==> config.mk <==
export PLATFORM = sky130hd
export DESIGN_NAME = mul_issue_pipe
export DESIGN_NICKNAME = d
export VERILOG_FILES = /design/src/rtl/mul_pkg.sv /design/src/rtl/mult_booth.sv /design/src/rtl/mul_issue_pipe.sv
export SDC_FILE = /design/constraint.sdc
export NUM_CORES = 2
export LEC_CHECK = 0
export CORE_MARGIN = 2
export CORE_UTILIZATION = 50
export CTS_CLUSTER_DIAMETER = 30
export DETAILED_ROUTE_END_ITERATION = 6
export DONT_BUFFER_PORTS = 1
export GPL_ROUTABILITY_DRIVEN = 0
export PLACE_DENSITY_LB_ADDON = 0.08
export SLEW_MARGIN = 20
export SYNTH_ARGS = -nofsm -noshare
export SYNTH_HDL_FRONTEND = slang
export SYNTH_SLANG_ARGS = --single-unit
==> constraint.sdc <==
create_clock -name clk -period 9.1 [get_ports clk]
set_clock_uncertainty 0.05 [all_clocks]
set_input_delay 0 -clock clk [delete_from_list [all_inputs] [get_ports clk]]
set_output_delay 0 -clock clk [all_outputs]
set_load 0.005 [all_outputs]
==> src/rtl/mul_pkg.sv <==
// Shared definitions for the RV32M multiply issue pipeline.
// Holds the funct3 encodings and the operand-sign encodings. It also holds the
// stage payload structs and the funct3 -> {x_sign,y_sign} decode.
package mul_pkg;

  localparam int XLEN_C  = 32;
  localparam int TAG_W_C = 5;

  localparam logic [2:0] F3_MUL    = 3'b000;
  localparam logic [2:0] F3_MULH   = 3'b001;
  localparam logic [2:0] F3_MULHSU = 3'b010;
  localparam logic [2:0] F3_MULHU  = 3'b011;

  // {x_sign, y_sign} operand interpretation
  localparam logic [1:0] MUL_OP_MULH   = 2'b11;
  localparam logic [1:0] MUL_OP_MULHU  = 2'b00;
  localparam logic [1:0] MUL_OP_MULHSU = 2'b10;
  localparam logic [1:0] MUL_OP_MULHUS = 2'b01;

  typedef struct packed {
    logic [XLEN_C-1:0]  rs1;
    logic [XLEN_C-1:0]  rs2;
    logic               x_sign;
    logic               y_sign;
    logic               hi_sel;
    logic               illegal;
    logic [TAG_W_C-1:0] tag;
  } s1_t;

  typedef struct packed {
    logic [2*XLEN_C-1:0] prod;
    logic                hi_sel;
    logic                illegal;
    logic [TAG_W_C-1:0]  tag;
  } s2_t;

  // MUL only keeps the low word, so it can use the signed encoding.
  // Unknown funct3 values multiply unsigned and are flagged illegal elsewhere.
  function automatic logic [1:0] decode_signs(input logic [2:0] f3);
    logic [1:0] s;
    s = MUL_OP_MULHU;
    case (f3)
      F3_MUL, F3_MULH: s = MUL_OP_MULH;
      F3_MULHSU:       s = MUL_OP_MULHSU;
      F3_MULHU:        s = MUL_OP_MULHU;
      default:         s = MUL_OP_MULHU;
    endcase
    return s;
  endfunction

endpackage

==> src/rtl/mult_booth.sv <==
// Combinational W x W multiplier that returns the full 2W-bit product.
// x_sign / y_sign select two's-complement or unsigned interpretation per operand.
// Ports: x, y (operands), x_sign, y_sign (signedness), prod (2W-bit product).
module mult_booth #(
  parameter int W = 32
) (
  input  logic [W-1:0]   x,
  input  logic [W-1:0]   y,
  input  logic           x_sign,
  input  logic           y_sign,
  output logic [2*W-1:0] prod
);

  logic signed [2*W-1:0] x_ext;
  logic signed [2*W-1:0] y_ext;

  // Extending both operands to 2W bits makes a 2W-bit product exact modulo 2^(2W).
  // That covers every signedness mix.
  assign x_ext = {{W{x_sign & x[W-1]}}, x};
  assign y_ext = {{W{y_sign & y[W-1]}}, y};
  assign prod  = x_ext * y_ext;

endmodule

==> src/rtl/mul_issue_pipe.sv <==
// Two-stage pipelined RV32M multiply unit between EX issue and the MEM/WB mux.
// Stage 1 registers operands plus decoded sign flags. Stage 2 registers the
// 64-bit product. The response word is selected combinationally from stage 2.
// Ports:
//   clk, rst_n                 clock, asynchronous active-low reset
//   flush_i                    kill every in-flight op (and a same-cycle request)
//   req_valid_i/req_ready_o    request handshake
//   req_funct3_i               RV32M funct3 (MUL/MULH/MULHSU/MULHU)
//   req_rs1_i, req_rs2_i       multiplicand / multiplier
//   req_tag_i                  destination register tag
//   rsp_valid_o/rsp_ready_i    response handshake
//   rsp_data_o, rsp_tag_o      result word and its tag
//   rsp_illegal_o              funct3[2] was set; data forced to zero
//   busy_o                     any stage holds a valid op
// Only XLEN=32 and TAG_W=5 (the package widths) are supported.
module mul_issue_pipe
  import mul_pkg::*;
#(
  parameter int XLEN  = 32,
  parameter int TAG_W = 5
) (
  input  logic             clk,
  input  logic             rst_n,
  input  logic             flush_i,
  input  logic             req_valid_i,
  output logic             req_ready_o,
  input  logic [2:0]       req_funct3_i,
  input  logic [XLEN-1:0]  req_rs1_i,
  input  logic [XLEN-1:0]  req_rs2_i,
  input  logic [TAG_W-1:0] req_tag_i,
  output logic             rsp_valid_o,
  input  logic             rsp_ready_i,
  output logic [XLEN-1:0]  rsp_data_o,
  output logic [TAG_W-1:0] rsp_tag_o,
  output logic             rsp_illegal_o,
  output logic             busy_o
);

  s1_t               stg_p1;
  s1_t               nxt_p1;
  s2_t               stg_p2;
  logic              vld_p1;
  logic              vld_p2;
  logic [2*XLEN-1:0] prod_p1;
  logic              s1_adv;
  logic              s2_adv;
  logic              fire;

  function automatic logic [XLEN-1:0] sel_word(input s2_t s);
    logic [XLEN-1:0] w;
    if (s.illegal)     w = '0;
    else if (s.hi_sel) w = s.prod[2*XLEN-1:XLEN];
    else               w = s.prod[XLEN-1:0];
    return w;
  endfunction

  // A stage may take new data when it is empty or its occupant moves on this cycle.
  assign s2_adv      = !vld_p2 || rsp_ready_i;
  assign s1_adv      = !vld_p1 || s2_adv;
  assign req_ready_o = s1_adv;
  assign fire        = req_valid_i && s1_adv;

  always_comb begin
    nxt_p1                   = '0;
    nxt_p1.rs1               = req_rs1_i;
    nxt_p1.rs2               = req_rs2_i;
    {nxt_p1.x_sign, nxt_p1.y_sign} = decode_signs(req_funct3_i);
    nxt_p1.illegal           = req_funct3_i[2];
    nxt_p1.hi_sel            = !req_funct3_i[2] && (req_funct3_i[1:0] != 2'b00);
    nxt_p1.tag               = req_tag_i;
  end

  // ---- stage 0 -> stage 1: operand capture ----
  always_ff @(posedge clk or negedge rst_n) begin
    if (!rst_n) begin
      vld_p1 <= 1'b0;
      stg_p1 <= '0;
    end else begin
      if (flush_i)     vld_p1 <= 1'b0;
      else if (s1_adv) vld_p1 <= req_valid_i;
      if (fire)        stg_p1 <= nxt_p1;
    end
  end

  mult_booth #(.W(XLEN)) u_mult (
    .x      (stg_p1.rs1),
    .y      (stg_p1.rs2),
    .x_sign (stg_p1.x_sign),
    .y_sign (stg_p1.y_sign),
    .prod   (prod_p1)
  );

  // ---- stage 1 -> stage 2: product capture ----
  always_ff @(posedge clk or negedge rst_n) begin
    if (!rst_n) begin
      vld_p2 <= 1'b0;
      stg_p2 <= '0;
    end else begin
      if (flush_i)     vld_p2 <= 1'b0;
      else if (s2_adv) vld_p2 <= vld_p1;
      if (s2_adv && vld_p1) begin
        stg_p2.prod    <= prod_p1;
        stg_p2.hi_sel  <= stg_p1.hi_sel;
        stg_p2.illegal <= stg_p1.illegal;
        stg_p2.tag     <= stg_p1.tag;
      end
    end
  end

  // ---- stage 2 -> response ----
  assign rsp_valid_o   = vld_p2;
  assign rsp_data_o    = sel_word(stg_p2);
  assign rsp_tag_o     = stg_p2.tag;
  assign rsp_illegal_o = stg_p2.illegal;
  assign busy_o        = vld_p1 || vld_p2;

endmodule

Word level (Yosys, flattened, before mapping)
Cells that the tools add are included.
Storage, ports and cells
  register bits: 146
  input bits: 77
  output and inout bits: 41
  word-level logic and storage cells: 39
Operators by class
  bitwise operators: 2
  reductions and logical operators: 14
  $mul: 1
  mux-type cells: 7
  eq/ne operators: 2
Operators with widths (count)
  33-bit by 33-bit multiplier with 64-bit output: 1
  32-bit 2-to-1 mux: 2
  2-bit nonzero test: 3
  1-bit 2-to-1 mux: 4
  2-bit one-hot mux with 2 select lines: 1
  3-bit by 1-bit == test with 1-bit output (second input constant): 1
  3-bit by 2-bit == test with 1-bit output (second input constant): 1
  1-bit logical AND: 3
  1-bit logical NOT: 3
  3-bit logical NOT: 1
  1-bit logical OR: 3
  1-bit AND: 2
  2-bit OR reduction: 1

Logic depth before layout (Yosys ltp)
  word-level depth: 5
  gate-level depth with buffers: 32
  depth with buffers taken out: 28

By module
A second synthesis with hierarchy kept.
Unflattened totals
  cell total of the unflattened synthesis: 4556
  area, all modules: 43889.6 um2
Modules (own cells, without submodules)
  mult_booth: instances 1, sequential area each 0.0 um2, cells an instance 4162, area each 37842.5 um2
  mul_issue_pipe: instances 1, sequential area each 3653.5 um2, cells an instance 394, area each 6047.0 um2

Worst setup path after synthesis
OpenSTA, ideal clock, no wires.
  path type: register -> register
  start: register stg_p1[72] (netlist name)
  end: register stg_p2[65] (netlist name)
  buffers on the path: 3
  path slack: 0.724 ns
  data arrival time: 8.186 ns
  library setup time: 0.140 ns
  required time: 8.910 ns
  stages on the path, launching flop included: 29
  clock period less this slack: 8.376 ns
  cell sequence: dfrtp_1 clkbuf_1 and2_1 clkbuf_1 clkbuf_1 nand2_1 inv_1 fa_1 fa_1 fa_1 inv_1 fa_1 inv_1 fa_1 fa_1 inv_1 fa_1 inv_1 fa_1 ha_1 nor2b_1 o21ai_0 nand2_1 or4_1 nor3_1 o211ai_2 a31oi_1 mux2i_1 o311ai_1
Between the ends
  longest elaborated chain between the ends: 2
RTL lines
  from (decl): line mul_issue_pipe.sv:39  | s1_t stg_p1;
  from (signal assigned): line mul_issue_pipe.sv:81  | if (fire) stg_p1 <= nxt_p1;
  1-bit AND: line mult_booth.sv:19  | assign x_ext = {{W{x_sign & x[W-1]}}, x};
  33-bit by 33-bit multiplier with 64-bit output (*): line mult_booth.sv:21  | assign prod = x_ext * y_ext;
  to (decl): line mul_issue_pipe.sv:41  | s2_t stg_p2;
Every way passes the cells marked *; elsewhere a longest branch is shown, timed or not.
A chain may end at the register's enable or synchronous reset.

Worst setup path after layout
  start: register stg_p1[8] (netlist name)
  end: register stg_p2[65] (netlist name)
Between the ends
  longest elaborated chain between the ends: 2
RTL lines (line)
  1-bit AND: mult_booth.sv:19
  33-bit by 33-bit multiplier with 64-bit output: mult_booth.sv:21
No other way between the ends.

==> impl_metrics.csv <==
group,metric,value,unit
global_route,grt_pass1_vias,33100,
sta,period_share,93.9,%
finish,design_area,46600,µm²
cts,cts_tree,"yes",
setup_path,critPathCaptureType,"flop",
hold_path,hold_class,"input pin to asynchronous set/reset pin",
run,maxCapViolCount,0,
routing,wl,118000,µm
routing,dr.pass1.iters,5,
global_route,grt_max_degree,147,
setup_path,cp.arrival,8.86,ns
logic_synthesis,syn_avg_cell_area,9.37,µm²
routing,post-route-drc-count,0,
finish,final_common_cell,"fa_1",
cts,root_buffer,"clkbuf_16",
logic_synthesis,ys_seq_area_share,8.33,%
logic_synthesis,synthArstFlopShare,100,%
logic_synthesis,syn-cell-area,43800,µm²
sta,clock.fmax,117,MHz
logic_synthesis,synthTopCellsByArea,"fa_1, inv_1, dfrtp_1",
logic_synthesis,synth_cells,4682,
sta,timing.setup.tns,0,ns
die,start_util,50.5,%
cts,cts_buffers,17,
routing,drtAntennaViolNets,0,
sta,fin_crit,8.55,ns
setup_path,crit_top_cell,"fa_1",
cts,cts_buffer_depth,2,
place,place_area,45100,µm²
cts,cts_resized,0,
die,rows,108,
setup_path,rr_worst_depth,26,
finish,area_growth,6.21,%
logic_synthesis,yosysTopAreaCell,"fa_1",
place,dpl.hpwl,99200,µm
sta,layout_setup_ws,0.553,ns
cts,path_clk_slew,0.10,ns
setup_path,worstSetupPathType,"flop to flop",
logic_synthesis,synth_edf_count,0,
global_route,grt_usage,28.0,%
sta,tightestPinTransition,1.11,ns
die,fp.coreArea,86900,µm²
routing,detail_route.wl_per_cell,20.4,µm
finish,multi_input_area,34900,µm²
logic_synthesis,syn-num-nets,6096,
routing,vias_per_cell,5.24,
logic_synthesis,yosys_warnings,0,
sta,setup_violations,0,
routing,drt_iter0_drc,1558,
die,die_w,300,µm
setup_path,cp_slowest_stage_delay,0.63,ns
sta,drv_slew,0,
setup_path,critical_path_required,9.42,ns
place,dp_slack,0.574,ns
cts,cts.sinks,146,
finish,finalNetCount,6034,
logic_synthesis,synth_top_area_share,51.4,%
die,io_pins,118,
setup_path,crit_fanout,10,
global_route,grt_pass1_wl,192000,µm
die,die_area,90100,µm²
logic_synthesis,yosys_most_used_dff,"dfrtp_1",
global_route,antenna_found_initial,2,
logic_synthesis,ys_ff_latch,146,
finish,seq_area,3660,µm²
setup_path,slowest_stage,"fa_1",
cts,htreeDepth,4,
finish,utilization,53.6,%
routing,vias,30300,
status,outcome,"finished clean",
cts,insertion_delay,0.53,ns
sta,rsz0062_at_grt,"false",
sta,timing.slew.headroom,25.9,%
global_route,overflow,0,
place,numPortBuffers,0,
die,fp.dieH,300,µm
finish,drive_gt1_share,5.61,%
setup_path,crit_path_start_kind,"flop",
logic_synthesis,synth_cell_types,69,
sta,hold_violations,0,
finish,layout_common_cells,"fa_1, inv_1, nand2_1",
finish,nFillCells,8165,
[per-stage QoR]
stage / cells / hold WS, ns
after CTS: 5788 / 0.0244
after global placement: 5675 / -0.343
after floorplan: 4682 / -0.346
after detailed placement: 5675 / -0.343
final: 5789 / 0.0752
after global routing: 5788 / 0.0598
[layout make-up]
| class | instances | area share (%) |
|---|---|---|
| Tap cell | 1155 | 3.10 |
| Timing Repair Buffer | 197 | 3.81 |
| Antenna cell | 1 | 0.00537 |
| Inverter | 1101 | 8.87 |
| Clock buffer | 17 | 0.913 |
| Multi-Input combinational cell | 3157 | 75.0 |
| Sequential cell | 146 | 7.85 |
| Clock inverter | 15 | 0.411 |
[final timing paths]
kind	start	endpoint	slack, ns
worst max-delay path	stg_p1[8]	stg_p2[65]	0.55
worst min-delay path	rst_n	stg_p1[71]	0.08
worst max register to register	stg_p1[8]	stg_p2[65]	0.55
worst min register to register	stg_p1[3]	rsp_tag_o[3]	0.41
max in group asynchronous	rst_n	stg_p1[24]	8.11
min in group clk	flush_i	vld_p1	0.08
[flip-flops by register name (all words and copies together) (netlist names)]
register / count
rsp_valid_o: 1
vld_p1: 1
stg_p2: 65
rsp_illegal_o: 1
rsp_tag_o: 5
stg_p1: 73
[critical path: cells and delay by family, from the launching register on]
| family | cells | cell delay (ns) |
|---|---|---|
| fa+ha+maj | 9 | 4.40 |
| compound gates | 7 | 1.18 |
| mux | 1 | 0.20 |
| flops | 1 | 0.34 |
| simple gates | 4 | 1.42 |
| buf+inv | 5 | 0.77 |
[cell families (layout without fill, tap and decap cells)]
logic type	count (synthesis)	in the layout	synth area share [%]
mux	106	106	2.63
buf+inv	1379	1330	12.0
fa+ha+maj	1337	1337	57.4
xor+xnor	71	71	1.42
compound gates	259	259	3.68
other cells	0	1	0
simple gates	1384	1384	14.5
flops	146	146	8.33
[timing repair]
| action | in CTS | in global routing |
|---|---|---|
| endpoints found under the setup margin | 0 | 0 |
| buffers inserted | 0 | 0 |
| endpoints found under the hold margin | 230 | 0 |
| hold buffers | 81 | 0 |
[layer usage]
metal,track usage (%),share of wire [%],vias to the layer above
met2,48.5,51,718
met1,38.1,42,16100
met4,7.19,2.4,2
met5,0,0.0093,-
met3,2.57,3.9,137
li1,-,-,13400
[synth_stat cells, types with 3 or more instances]
| cell type | instances |
|---|---|
| a211oi_1 | 4 |
| a21o_1 | 20 |
| a21oi_1 | 76 |
| a21oi_2 | 3 |
| a31oi_1 | 6 |
| and2_1 | 353 |
| and3_1 | 25 |
| buf_1 | 3 |
| buf_2 | 4 |
| buf_4 | 7 |
| clkbuf_1 | 257 |
| clkbuf_8 | 5 |
| dfrtp_1 | 146 |
| fa_1 | 1125 |
| ha_1 | 212 |
| inv_1 | 1101 |
| mux2_2 | 72 |
| mux2i_1 | 34 |
| nand2_1 | 822 |
| nand2b_1 | 4 |
| nand3_1 | 17 |
| nand4_1 | 20 |
| nor2_1 | 94 |
| nor2b_1 | 10 |
| nor3_1 | 6 |
| nor3b_1 | 3 |
| o2111ai_1 | 4 |
| o211ai_1 | 6 |
| o21a_1 | 6 |
| o21ai_0 | 78 |
| o21ai_1 | 9 |
| o21ai_2 | 4 |
| o21bai_1 | 13 |
| o31ai_1 | 6 |
| or2_2 | 12 |
| or3_1 | 5 |
| or4_1 | 4 |
| xnor2_1 | 44 |
| xor2_1 | 27 |
Power is not shown: default switching activity piles up to over one toggle a cycle in this logic, so the estimate is an artifact.
